==> src/rtl/ntt_addr_gen.sv <==
// ntt_addr_gen: address/control sequencer for an in-place 256-point NTT.
// Each pair issues two radix-2 butterflies: one RAM read, BF_LAT wait
// cycles while the butterfly pipeline computes, then a write-back to the
// same four addresses. Every output is registered.
// Optional macro NTT_GS_EN adds the 'inv' input, which selects
// Gentleman-Sande stage order (len = 1 << s) for the inverse transform.
module ntt_addr_gen #(
  parameter int BF_LAT = 2,
  parameter int LOGN   = 8
) (
  input  logic            clk,
  input  logic            rst,
  input  logic            start,
`ifdef NTT_GS_EN
  input  logic            inv,
`endif
  output logic            busy,
  output logic            done,
  output logic            we,
  output logic [LOGN-1:0] A1radd,
  output logic [LOGN-1:0] B1radd,
  output logic [LOGN-1:0] A2radd,
  output logic [LOGN-1:0] B2radd,
  output logic [LOGN-1:0] tw1_idx,
  output logic [LOGN-1:0] tw2_idx,
  output logic            rd_valid
);

  typedef enum logic [2:0] {
    ST_IDLE,
    ST_RD,
    ST_WAIT,
    ST_WR,
    ST_DONE
  } state_t;

  // Last value of the wait counter; clamped so a zero-latency build still
  // has a legal constant even though WAIT is never entered then.
  localparam logic [3:0] LP_WAIT_LAST = (BF_LAT == 0) ? 4'd0 : 4'(BF_LAT - 1);

  state_t          r_state;
  logic [2:0]      r_s;
  logic [5:0]      r_p;
  logic [3:0]      r_wait;
  logic            r_busy;
  logic            r_done;
  logic            r_we;
  logic            r_rdValid;
  logic [LOGN-1:0] r_a1;
  logic [LOGN-1:0] r_b1;
  logic [LOGN-1:0] r_a2;
  logic [LOGN-1:0] r_b2;
  logic [LOGN-1:0] r_tw1;
  logic [LOGN-1:0] r_tw2;
`ifdef NTT_GS_EN
  logic            r_inv;
`endif

  logic [2:0]      w_nextS;
  logic [5:0]      w_nextP;
  logic            w_nextInv;
  logic            w_lastPair;
  logic [2:0]      w_sh;
  logic [LOGN-1:0] w_a1;
  logic [LOGN-1:0] w_b1;
  logic [LOGN-1:0] w_a2;
  logic [LOGN-1:0] w_b2;
  logic [LOGN-1:0] w_tw1;
  logic [LOGN-1:0] w_tw2;

  // Butterfly k with half-span 2**sh: group = k >> sh, j = k mod 2**sh,
  // a = group*2*len + j, b = a + len, tw = 128/len + group.
  function automatic logic [23:0] bfAddr(input logic [7:0] k, input logic [2:0] sh);
    logic [7:0] lenV;
    logic [7:0] grp;
    logic [7:0] j;
    logic [7:0] a;
    logic [7:0] b;
    logic [7:0] tw;
    lenV = 8'd1 << sh;
    grp  = k >> sh;
    j    = k & (lenV - 8'd1);
    a    = (grp << ({1'b0, sh} + 4'd1)) + j;
    b    = a + lenV;
    tw   = (8'd128 >> sh) + grp;
    return {a, b, tw};
  endfunction

`ifdef NTT_GS_EN
  // In IDLE the direction comes straight from the port so the first pair
  // already uses the order being latched.
  assign w_nextInv = (r_state == ST_IDLE) ? inv : r_inv;
`else
  assign w_nextInv = 1'b0;
`endif

  // Stage/pair counters for the pair about to be issued (fresh start or step).
  always_comb begin
    w_nextS    = r_s;
    w_nextP    = r_p + 6'd1;
    w_lastPair = (r_p == 6'd63) && (r_s == 3'd7);
    if (r_state == ST_IDLE) begin
      w_nextS = 3'd0;
      w_nextP = 6'd0;
    end else if (r_p == 6'd63) begin
      w_nextS = r_s + 3'd1;
      w_nextP = 6'd0;
    end
  end

  // Addresses and twiddles of the next pair, loaded on entry to RD.
  always_comb begin
    w_sh = w_nextInv ? w_nextS : (3'd7 - w_nextS);
    {w_a1, w_b1, w_tw1} = bfAddr({1'b0, w_nextP, 1'b0}, w_sh);
    {w_a2, w_b2, w_tw2} = bfAddr({1'b0, w_nextP, 1'b1}, w_sh);
  end

  // Sequencer FSM; all outputs are registered alongside the state.
  always_ff @(posedge clk or negedge rst) begin
    if (!rst) begin
      r_state   <= ST_IDLE;
      r_s       <= 3'd0;
      r_p       <= 6'd0;
      r_wait    <= 4'd0;
      r_busy    <= 1'b0;
      r_done    <= 1'b0;
      r_we      <= 1'b0;
      r_rdValid <= 1'b0;
      r_a1      <= '0;
      r_b1      <= '0;
      r_a2      <= '0;
      r_b2      <= '0;
      r_tw1     <= '0;
      r_tw2     <= '0;
`ifdef NTT_GS_EN
      r_inv     <= 1'b0;
`endif
    end else begin
      r_we      <= 1'b0;
      r_done    <= 1'b0;
      r_rdValid <= (r_state == ST_RD);
      case (r_state)
        ST_IDLE: begin
          r_busy <= 1'b0;
          if (start) begin
            r_s     <= w_nextS;
            r_p     <= w_nextP;
            r_a1    <= w_a1;
            r_b1    <= w_b1;
            r_a2    <= w_a2;
            r_b2    <= w_b2;
            r_tw1   <= w_tw1;
            r_tw2   <= w_tw2;
            r_busy  <= 1'b1;
            r_state <= ST_RD;
`ifdef NTT_GS_EN
            r_inv   <= inv;
`endif
          end
        end
        ST_RD: begin
          r_wait <= 4'd0;
          if (BF_LAT == 0) begin
            r_we    <= 1'b1;
            r_state <= ST_WR;
          end else begin
            r_state <= ST_WAIT;
          end
        end
        ST_WAIT: begin
          if (r_wait == LP_WAIT_LAST) begin
            r_we    <= 1'b1;
            r_state <= ST_WR;
          end else begin
            r_wait <= r_wait + 4'd1;
          end
        end
        ST_WR: begin
          if (w_lastPair) begin
            r_busy  <= 1'b0;
            r_done  <= 1'b1;
            r_state <= ST_DONE;
          end else begin
            r_s     <= w_nextS;
            r_p     <= w_nextP;
            r_a1    <= w_a1;
            r_b1    <= w_b1;
            r_a2    <= w_a2;
            r_b2    <= w_b2;
            r_tw1   <= w_tw1;
            r_tw2   <= w_tw2;
            r_state <= ST_RD;
          end
        end
        ST_DONE: begin
          r_busy  <= 1'b0;
          r_state <= ST_IDLE;
        end
        default: begin
          r_busy  <= 1'b0;
          r_state <= ST_IDLE;
        end
      endcase
    end
  end

  assign busy     = r_busy;
  assign done     = r_done;
  assign we       = r_we;
  assign rd_valid = r_rdValid;
  assign A1radd   = r_a1;
  assign B1radd   = r_b1;
  assign A2radd   = r_a2;
  assign B2radd   = r_b2;
  assign tw1_idx  = r_tw1;
  assign tw2_idx  = r_tw2;

endmodule

==> config.mk <==
export PLATFORM = sky130hd
export DESIGN_NAME = ntt_addr_gen
export DESIGN_NICKNAME = d
export VERILOG_FILES = /design/src/rtl/ntt_addr_gen.sv
export SDC_FILE = /design/constraint.sdc
export NUM_CORES = 1
export LEC_CHECK = 0
export CAP_MARGIN = 20
export CELL_PAD_IN_SITES_DETAIL_PLACEMENT = 2
export CELL_PAD_IN_SITES_GLOBAL_PLACEMENT = 2
export CORE_UTILIZATION = 38
export DETAILED_ROUTE_END_ITERATION = 6
export GPL_TIMING_DRIVEN = 0
export HOLD_SLACK_MARGIN = 0.03
export PLACE_DENSITY = 0.91
export SLEW_MARGIN = 5
export SYNTH_ARGS = -nofsm -noshare
export SYNTH_HDL_FRONTEND = slang
export SYNTH_SLANG_ARGS = --single-unit
==> constraint.sdc <==
create_clock -name clk -period 8.3 [get_ports clk]
set_clock_uncertainty 0.15 [all_clocks]
set_input_delay 1.66 -clock clk [delete_from_list [all_inputs] [get_ports clk]]
set_output_delay 1.66 -clock clk [all_outputs]
set_load 0.02 [all_outputs]
==> results of run 1 <==
[cell usage in the layout (no fill, tap or decap), types with 4 or more instances in the layout]
cell / netlist / final
ha_1: 45 / 45
o21a_1: 13 / 13
and3_1: 4 / 4
mux2i_1: 5 / 5
nand2b_1: 5 / 5
nor3_1: 14 / 14
a21oi_1: 37 / 37
a21o_1: 9 / 9
xnor2_1: 30 / 30
nand3_1: 14 / 14
o21bai_1: 7 / 7
dfrtp_1: 68 / 68
o21ai_1: 7 / 7
clkbuf_1: 20 / 24
o21ai_0: 49 / 49
clkdlybuf4s50_1: 0 / 53
inv_1: 31 / 31
clkbuf_16: 0 / 9
buf_2: 6 / 6
buf_4: 3 / 4
o31ai_1: 7 / 7
xor2_1: 12 / 12
mux2_2: 16 / 16
fa_1: 5 / 5
and2_1: 5 / 5
a211oi_1: 4 / 4
nand2_1: 64 / 64
nor2_1: 41 / 41
o41ai_1: 6 / 6
[cells by family (layout without fill, tap and decap cells)]
kind of cell | after synthesis | after routing
buffers and inverters | 65 | 135
multiplexers | 23 | 23
AO/OA/AOI/OAI | 162 | 162
adder cells (fa/ha/maj) | 50 | 50
XOR/XNOR | 44 | 44
AND/OR/NAND/NOR | 172 | 172
flip-flops | 68 | 68
[critical path, stage by stage (launching register included)]
cell	delay, ps
dfrtp_1	410
ha_1	330
nand4_1	280
nor2_2	310
xnor2_1	170
and2_1	200
inv_1	80
buf_2	210
ha_1	270
ha_1	280
clkbuf_1	370
nand2_1	300
nor4_1	630
ha_1	320
inv_1	60
fa_1	400
xnor2_1	290
ha_1	350
nand3_1	110
a21oi_1	60
o41ai_1	480
a21oi_1	150
xor2_1	190
xnor3_1	230
mux2_2	270
[sequential cells by signal (all words and copies together) (netlist names), 3 cells and up]
signal / count
r_state: 3
A1radd: 8
r_p: 6
r_wait: 4
A2radd: 8
B2radd: 8
r_s: 3
B1radd: 8
tw2_idx: 8
tw1_idx: 8
[layout make-up]
cell class / instances / share of cell area, %
Buffer: 31 / 2.184
Clock inverter: 2 / 0.1617
Sequential cell: 68 / 27.50
Inverter: 34 / 2.143
Timing Repair Buffer: 54 / 8.694
Clock buffer: 14 / 4.104
Multi-Input combinational cell: 451 / 51.66
Tap cell: 176 / 3.558
[final timing paths]
path                                 start    endpoint  slack [ps]  cells past startpoint
min in group asynchronous              rst        done        1300                      1
max in group asynchronous              rst  tw1_idx[0]        6110                      1
worst max-delay path                r_p[1]   B2radd[7]        1280                     24
worst max register to register      r_p[1]   B2radd[7]        1280                     24
worst min register to register  tw1_idx[4]  tw1_idx[4]         330                      2
worst min-delay path            tw1_idx[4]  tw1_idx[4]         330                      2
[stage by stage]
step	worst slack (ps)	util [%]	hold WS (ps)	total power [mW]
2_1_floorplan	2837	-	359.8	0.8728
3_3_place_gp	1688	44.76	311.8	1.116
3_5_place_dp	1329	44.74	330.8	1.168
4_1_cts	1287	46.73	339.4	1.539
5_1_grt	757.6	46.73	372.0	1.608
6_report	1280	46.73	333.3	1.525
[power by group through the flow]
| stage | logic [mW] | registers (mW) | clock network (mW) |
|---|---|---|---|
| after floorplan | 0.385 | 0.488 | 0 |
| after global placement | 0.679 | 0.437 | 0 |
| after detailed placement | 0.725 | 0.443 | 0 |
| after CTS | 0.737 | 0.438 | 0.365 |
| after global routing | 0.787 | 0.445 | 0.376 |
| final | 0.729 | 0.437 | 0.359 |
[per-layer routing]
layer	track usage, %	share of wire [%]	wire (um)	up-vias
met4	15.19	4.2	788	0
li1	-	-	-	2179
met5	0	0	0	-
met3	4.199	4.1	763	50
met2	50.91	51	9521	105
met1	32.07	41	7597	2426
==> results.py, run 1 <==
metrics = {
    "synthesis": {
        "synth_edf_count": 0,
        "synth.area.top_cells": "dfrtp_1 (33%), ha_1 (11%), xnor2_1 (5.1%), o21ai_0 (4.7%), nand2_1 (4.7%)",
        "synthFlopType": "dfrtp_1",
        "synth.distinct_cells": 61,
        "async_reset_ff_share_pct": 100.0,
        "synthSimpleGateAreaFrac_pct": 15.74,
        "yosysSeqAreaShare_pct": 32.94,
        "syn_nets": 637,
        "yosysMostFrequentCell": "dfrtp_1",
        "netlist.area_leader.share_pct": 32.94,
        "synth-compound-area-share_pct": 19.98,
        "post_synth_most_frequent_cells": "dfrtp_1 (68), nand2_1 (64), o21ai_0 (49)",
        "synthXorXnorAreaFrac_pct": 7.992,
        "synthAdderAreaFrac_pct": 12.84,
        "synth_top_family_by_area": "compound AO/OA/AOI/OAI gates",
        "synth.area.mux_share_pct": 5.328,
        "synth_area_um2": 5166,
        "yosys.area.top_type": "dfrtp_1",
        "ys_ff_latch": 68,
        "ys_warn_count": 0,
        "syn_inst": 584,
        "syn_avg_cell_area_um2": 8.846,
    },
    "detailed_routing": {
        "drtAntennaViolNets": 0,
        "wl_um": 18670,
        "dr_total_vias": 4760,
        "drc_errors": 0,
        "dr.pass1.iters": 4,
        "routed_via_density": 5.735,
        "drt_iter0_drc": 134,
        "wl_per_cell_um": 22.49,
    },
    "final_layout": {
        "fin_nets": 702,
        "drive_above_1_share_pct": 8.257,
        "final_cell_area_um2": 6188,
        "n_antenna_cell": 0,
        "ff_latch_area_um2": 1702,
        "nFillCells": 1473,
        "syn2layout_area_growth_pct": 19.79,
        "fin_cells": 830,
        "multi_input_area_um2": 3197,
    },
    "placement": {
        "place_hpwl_um": 13940,
        "portBuffers": 54,
        "placedCellCount": 814,
        "globalplace.congestion": 0.9114,
        "placed_area_um2": 5924,
    },
    "power": {
        "power_frac_seq_pct": 28.7,
        "clockPowerShare_pct": 23.5,
        "power.leakage_nw": 2.763,
        "sw_frac_of_total_pct": 43.42,
        "p_int_uw": 862.7,
        "combPwrFrac_pct": 47.8,
        "power_switching_uw": 662.1,
        "powerDensity_nw_per_um2": 246.4,
        "ir_drop_uv": 120.3,
    },
    "worst_setup_path": {
        "cp-start-kind": "register",
        "endpoint_kind": "register",
        "cp_max_fo": 11,
        "path_class": "register to register",
        "cp_data_arrival_time_ps": 7110,
        "critPathRequiredTime_ps": 8390,
    },
    "floorplanning": {
        "die_h_um": 118.6,
        "die-area_um2": 14070,
        "coreArea_um2": 13240,
        "ios": 55,
        "rows": 42,
        "die_x_um": 118.6,
        "initial_core_util_pct": 39.01,
    },
    "clocking": {
        "clk_pin_slew_ps": 60,
        "clock_latency_ps": 350,
        "post-cts-setup-buffers": 0,
        "ctsHoldBuffers": 0,
        "ctsHtreeMaxLevel": 3,
        "cts_tree": "done",
        "cts_root_buf": "clkbuf_16",
        "cts_resized": 0,
        "cts_buffer_depth": 2,
        "cts_buffers": 9,
        "clock_sinks": 68,
    },
    "hold_path": {
        "hold_path.class": "register to register",
    },
    "run": {
        "maxCapViolCount": 0,
    },
    "global_route": {
        "antenna_found_initial": 0,
        "grt_pass1_vias": 5516,
        "grt_max_degree": 69,
        "track_usage_pct": 28.30,
        "grt_pass1_wl_um": 30280,
        "overflow": 0,
    },
    "sta": {
        "finalSetupTns_ps": 0,
        "finalMaxSlewViolations": 0,
        "timing.slew.headroom_pct": 39.15,
        "period_needed_ps": 7020,
        "fmax_mhz": 142.5,
        "rsz0062_at_grt": "false",
        "hold_viol": 0,
        "setup_violations": 0,
        "period_share_pct": 84.58,
        "worst_pin_slew_ps": 912.7,
    },
    "run_status": {
        "status": "finished clean",
    },
}
No activity file was read; power rests on OpenSTA's default activity.
==> run 2: changes to the inputs <==
--- a/config.mk
+++ b/config.mk
@@ -8,11 +8,11 @@
 export CAP_MARGIN = 20
 export CELL_PAD_IN_SITES_DETAIL_PLACEMENT = 2
 export CELL_PAD_IN_SITES_GLOBAL_PLACEMENT = 2
-export CORE_UTILIZATION = 38
+export CORE_UTILIZATION = 32
 export DETAILED_ROUTE_END_ITERATION = 6
 export GPL_TIMING_DRIVEN = 0
 export HOLD_SLACK_MARGIN = 0.03
-export PLACE_DENSITY = 0.91
+export PLACE_DENSITY = 0.82
 export SLEW_MARGIN = 5
 export SYNTH_ARGS = -nofsm -noshare
 export SYNTH_HDL_FRONTEND = slang
==> constraint.sdc (replaced) <==
create_clock -name clk -period 6 [get_ports clk]
set_clock_uncertainty 0.15 [all_clocks]
set_input_delay 1.2 -clock clk [delete_from_list [all_inputs] [get_ports clk]]
set_output_delay 1.2 -clock clk [all_outputs]
set_load 0.02 [all_outputs]
==> run 2 against run 1 <==
Net effect:
- clock power rose by 38%
- power up 38%
- global-route usage decreased by 6.0 points
- sequential cell count is the same
- critical path depth is the same
- hold slack improved by 2.3 ps
- largest cell class unchanged
- largest power group unchanged
==> results.py, run 2 (synthesis results as in run 1) <==
metrics = {
    "run_status": {
        "status": "finished clean",
    },
    "worst_setup_path": {
        "path_class": "register to register",
        "cp-start-kind": "register",
        "cp_slowest_cell": "dfrtp_2",
        "r2r-start": "r_p[1]",
        "reg2reg_slack_ps": 350,
        "cp_max_fo": 10,
        "cp_data_arrival_time_ps": 5720,
        "critPathRequiredTime_ps": 6070,
        "max_stage_delay_ps": 420,
        "endpoint_kind": "register",
        "path_cells": "ha_4 -> nand4_1 -> buf_4 -> o21ai_1 -> nand2_2 -> clkbuf_1 -> ha_4 -> nand2_2 -> or3_1 -> inv_1 -> ha_1 -> a21o_1 -> a21oi_2 -> nor2b_1 -> o21a_1 -> nor2_1 -> xnor2_1 -> ha_1 -> o21a_1 -> o41ai_2 -> a21oi_1 -> xor2_1 -> xnor3_1 -> mux2_2",
        "worst_r2r_endpoint": "B2radd[7]",
        "rr_worst_depth": 24,
    },
    "hold_path": {
        "hold_start": "tw1_idx[2]",
        "hold_end": "tw1_idx[2]",
        "hold_depth": 2,
        "hold_path.class": "register to register",
    },
    "final_layout": {
        "fin_nets": 704,
        "syn2layout_area_growth_pct": 23.42,
        "drive_above_1_share_pct": 11.15,
        "nFillCells": 1737,
        "final_common_cell": "dfrtp_1",
        "final_cell_mix": "dfrtp_1 (67), nand2_1 (63), clkdlybuf4s50_1 (53)",
        "post-route-util_pct": 40.28,
        "n_antenna_cell": 0,
    },
    "detailed_routing": {
        "drt_iter0_drc": 168,
        "dr.pass1.iters": 4,
        "wl_um": 17410,
        "routed_via_density": 5.363,
        "wl_per_cell_um": 19.98,
        "drc_errors": 0,
        "dr_total_vias": 4671,
        "drtAntennaViolNets": 0,
    },
    "sta": {
        "setup_violations": 0,
        "period_share_pct": 94.17,
        "fmax_mhz": 177.0,
        "timing.slew.headroom_pct": 44.31,
        "setup_ws_ps": 350.1,
        "holdWs_ps": 335.6,
        "period_needed_ps": 5650,
        "finalSetupTns_ps": 0,
        "hold_viol": 0,
        "rsz0062_at_grt": "false",
        "worst_pin_slew_ps": 835.4,
        "finalMaxSlewViolations": 0,
    },
    "global_route": {
        "overflow": 0,
        "met2_usage_pct": 38.54,
        "use_met3_pct": 4.211,
        "grt.busiest_layer": "met2",
        "grt_max_degree": 68,
        "grt_pass1_vias": 5170,
        "antenna_found_initial": 0,
        "grt_use_met1_pct": 27.89,
        "grt_pass1_wl_um": 28180,
        "track_usage_pct": 22.32,
    },
    "floorplanning": {
        "rows": 46,
        "coreArea_um2": 15830,
        "die_x_um": 129.1,
        "ios": 55,
        "die_h_um": 129.1,
        "initial_core_util_pct": 32.64,
        "die-area_um2": 16660,
    },
    "placement": {
        "globalplace.congestion": 0.8572,
        "pre_cts_slack_ps": -854.7,
        "portBuffers": 54,
        "place_hpwl_um": 13200,
    },
    "clocking": {
        "ctsHtreeMaxLevel": 3,
        "clk_pin_slew_ps": 60,
        "clock_sinks": 68,
        "clock_latency_ps": 340,
        "cts_tree": "done",
        "cts_root_buf": "clkbuf_16",
        "cts_buffer_depth": 2,
        "cts_buffers": 9,
    },
    "power": {
        "combPwrFrac_pct": 47.6,
        "power.leakage_nw": 2.816,
        "power_frac_seq_pct": 28.8,
        "clockPowerShare_pct": 23.5,
        "power_mw": 2.107,
        "p_int_mw": 1.214,
        "power_switching_uw": 893.2,
        "sw_frac_of_total_pct": 42.39,
        "powerDensity_nw_per_um2": 330.5,
        "ir_drop_uv": 150.9,
    },
    "run": {
        "maxCapViolCount": 0,
    },
}
## run 2: cell count changes in the layout (fill, tap and decap cells not counted), moves of 2 or more
cell      delta
buf_4        +3
a21oi_1      -2
a21oi_2      +2
ha_4         +2
clkbuf_1     -4
ha_1         -3
## run 2: timing repair
action	in CTS	in global routing
endpoints found under the setup margin	5	3
buffers inserted	1	2
hold buffers	0	0
pin swaps	1	4
resized for setup	10	8
## run 2: how the worst max path moves through the flow
stage | from | endpoint | slack (ps) | cells past startpoint
after floorplan | r_p[1] | B2radd[7] | 540 | 24
after global placement | r_p[1] | B2radd[7] | -630 | 24
after detailed placement | r_p[1] | B2radd[7] | -850 | 24
after CTS | r_p[1] | B2radd[7] | 40 | 23
after global routing | r_p[1] | B2radd[7] | 3 | 24
final | r_p[1] | B2radd[7] | 350 | 24
## run 2: per-layer routing
| metal | wire, um | share of wire (%) |
|---|---|---|
| met1 | 7576 | 44 |
| met5 | 0 | 0 |
| met2 | 8769 | 50 |
| met4 | 331 | 1.9 |
| met3 | 728 | 4.2 |
## run 2: critical path: cells and delay by family (launching register included)
family / cells / cell delay [ps]
AO/OA/AOI/OAI: 7 / 1320
adder cells (fa/ha/maj): 4 / 1150
AND/OR/NAND/NOR: 6 / 1060
buffers and inverters: 3 / 590
XOR/XNOR: 3 / 540
flip-flops: 1 / 420
multiplexers: 1 / 290
## run 2: stage by stage
step                      instance area, um2  instances
after floorplan                         5166        584
after global placement                  5977        854
after detailed placement                6002        855
after CTS                               6327        870
after global routing                    6376        871
final                                   6376        871
## run 2: power by group through the flow
| stage | Clock [mW] | Sequential (mW) | Combinational [mW] |
|---|---|---|---|
| 2_1_floorplan | 0 | 0.675 | 0.532 |
| 3_3_place_gp | 0 | 0.605 | 0.947 |
| 3_5_place_dp | 0 | 0.613 | 0.993 |
| 4_1_cts | 0.513 | 0.606 | 1.00 |
| 5_1_grt | 0.531 | 0.619 | 1.10 |
| 6_report | 0.495 | 0.608 | 1.00 |
## run 2: area by class of cell
class                           count  area, um2  area share, %
Inverter                           34      132.6          2.080
Clock buffer                       13      260.3          4.082
Tap cell                          216      270.3          4.239
Clock inverter                      2      10.01         0.1570
Sequential cell                    68       1703          26.71
Multi-Input combinational cell    451       3283          51.49
Buffer                             29      128.9          2.021
Timing Repair Buffer               58      588.1          9.223
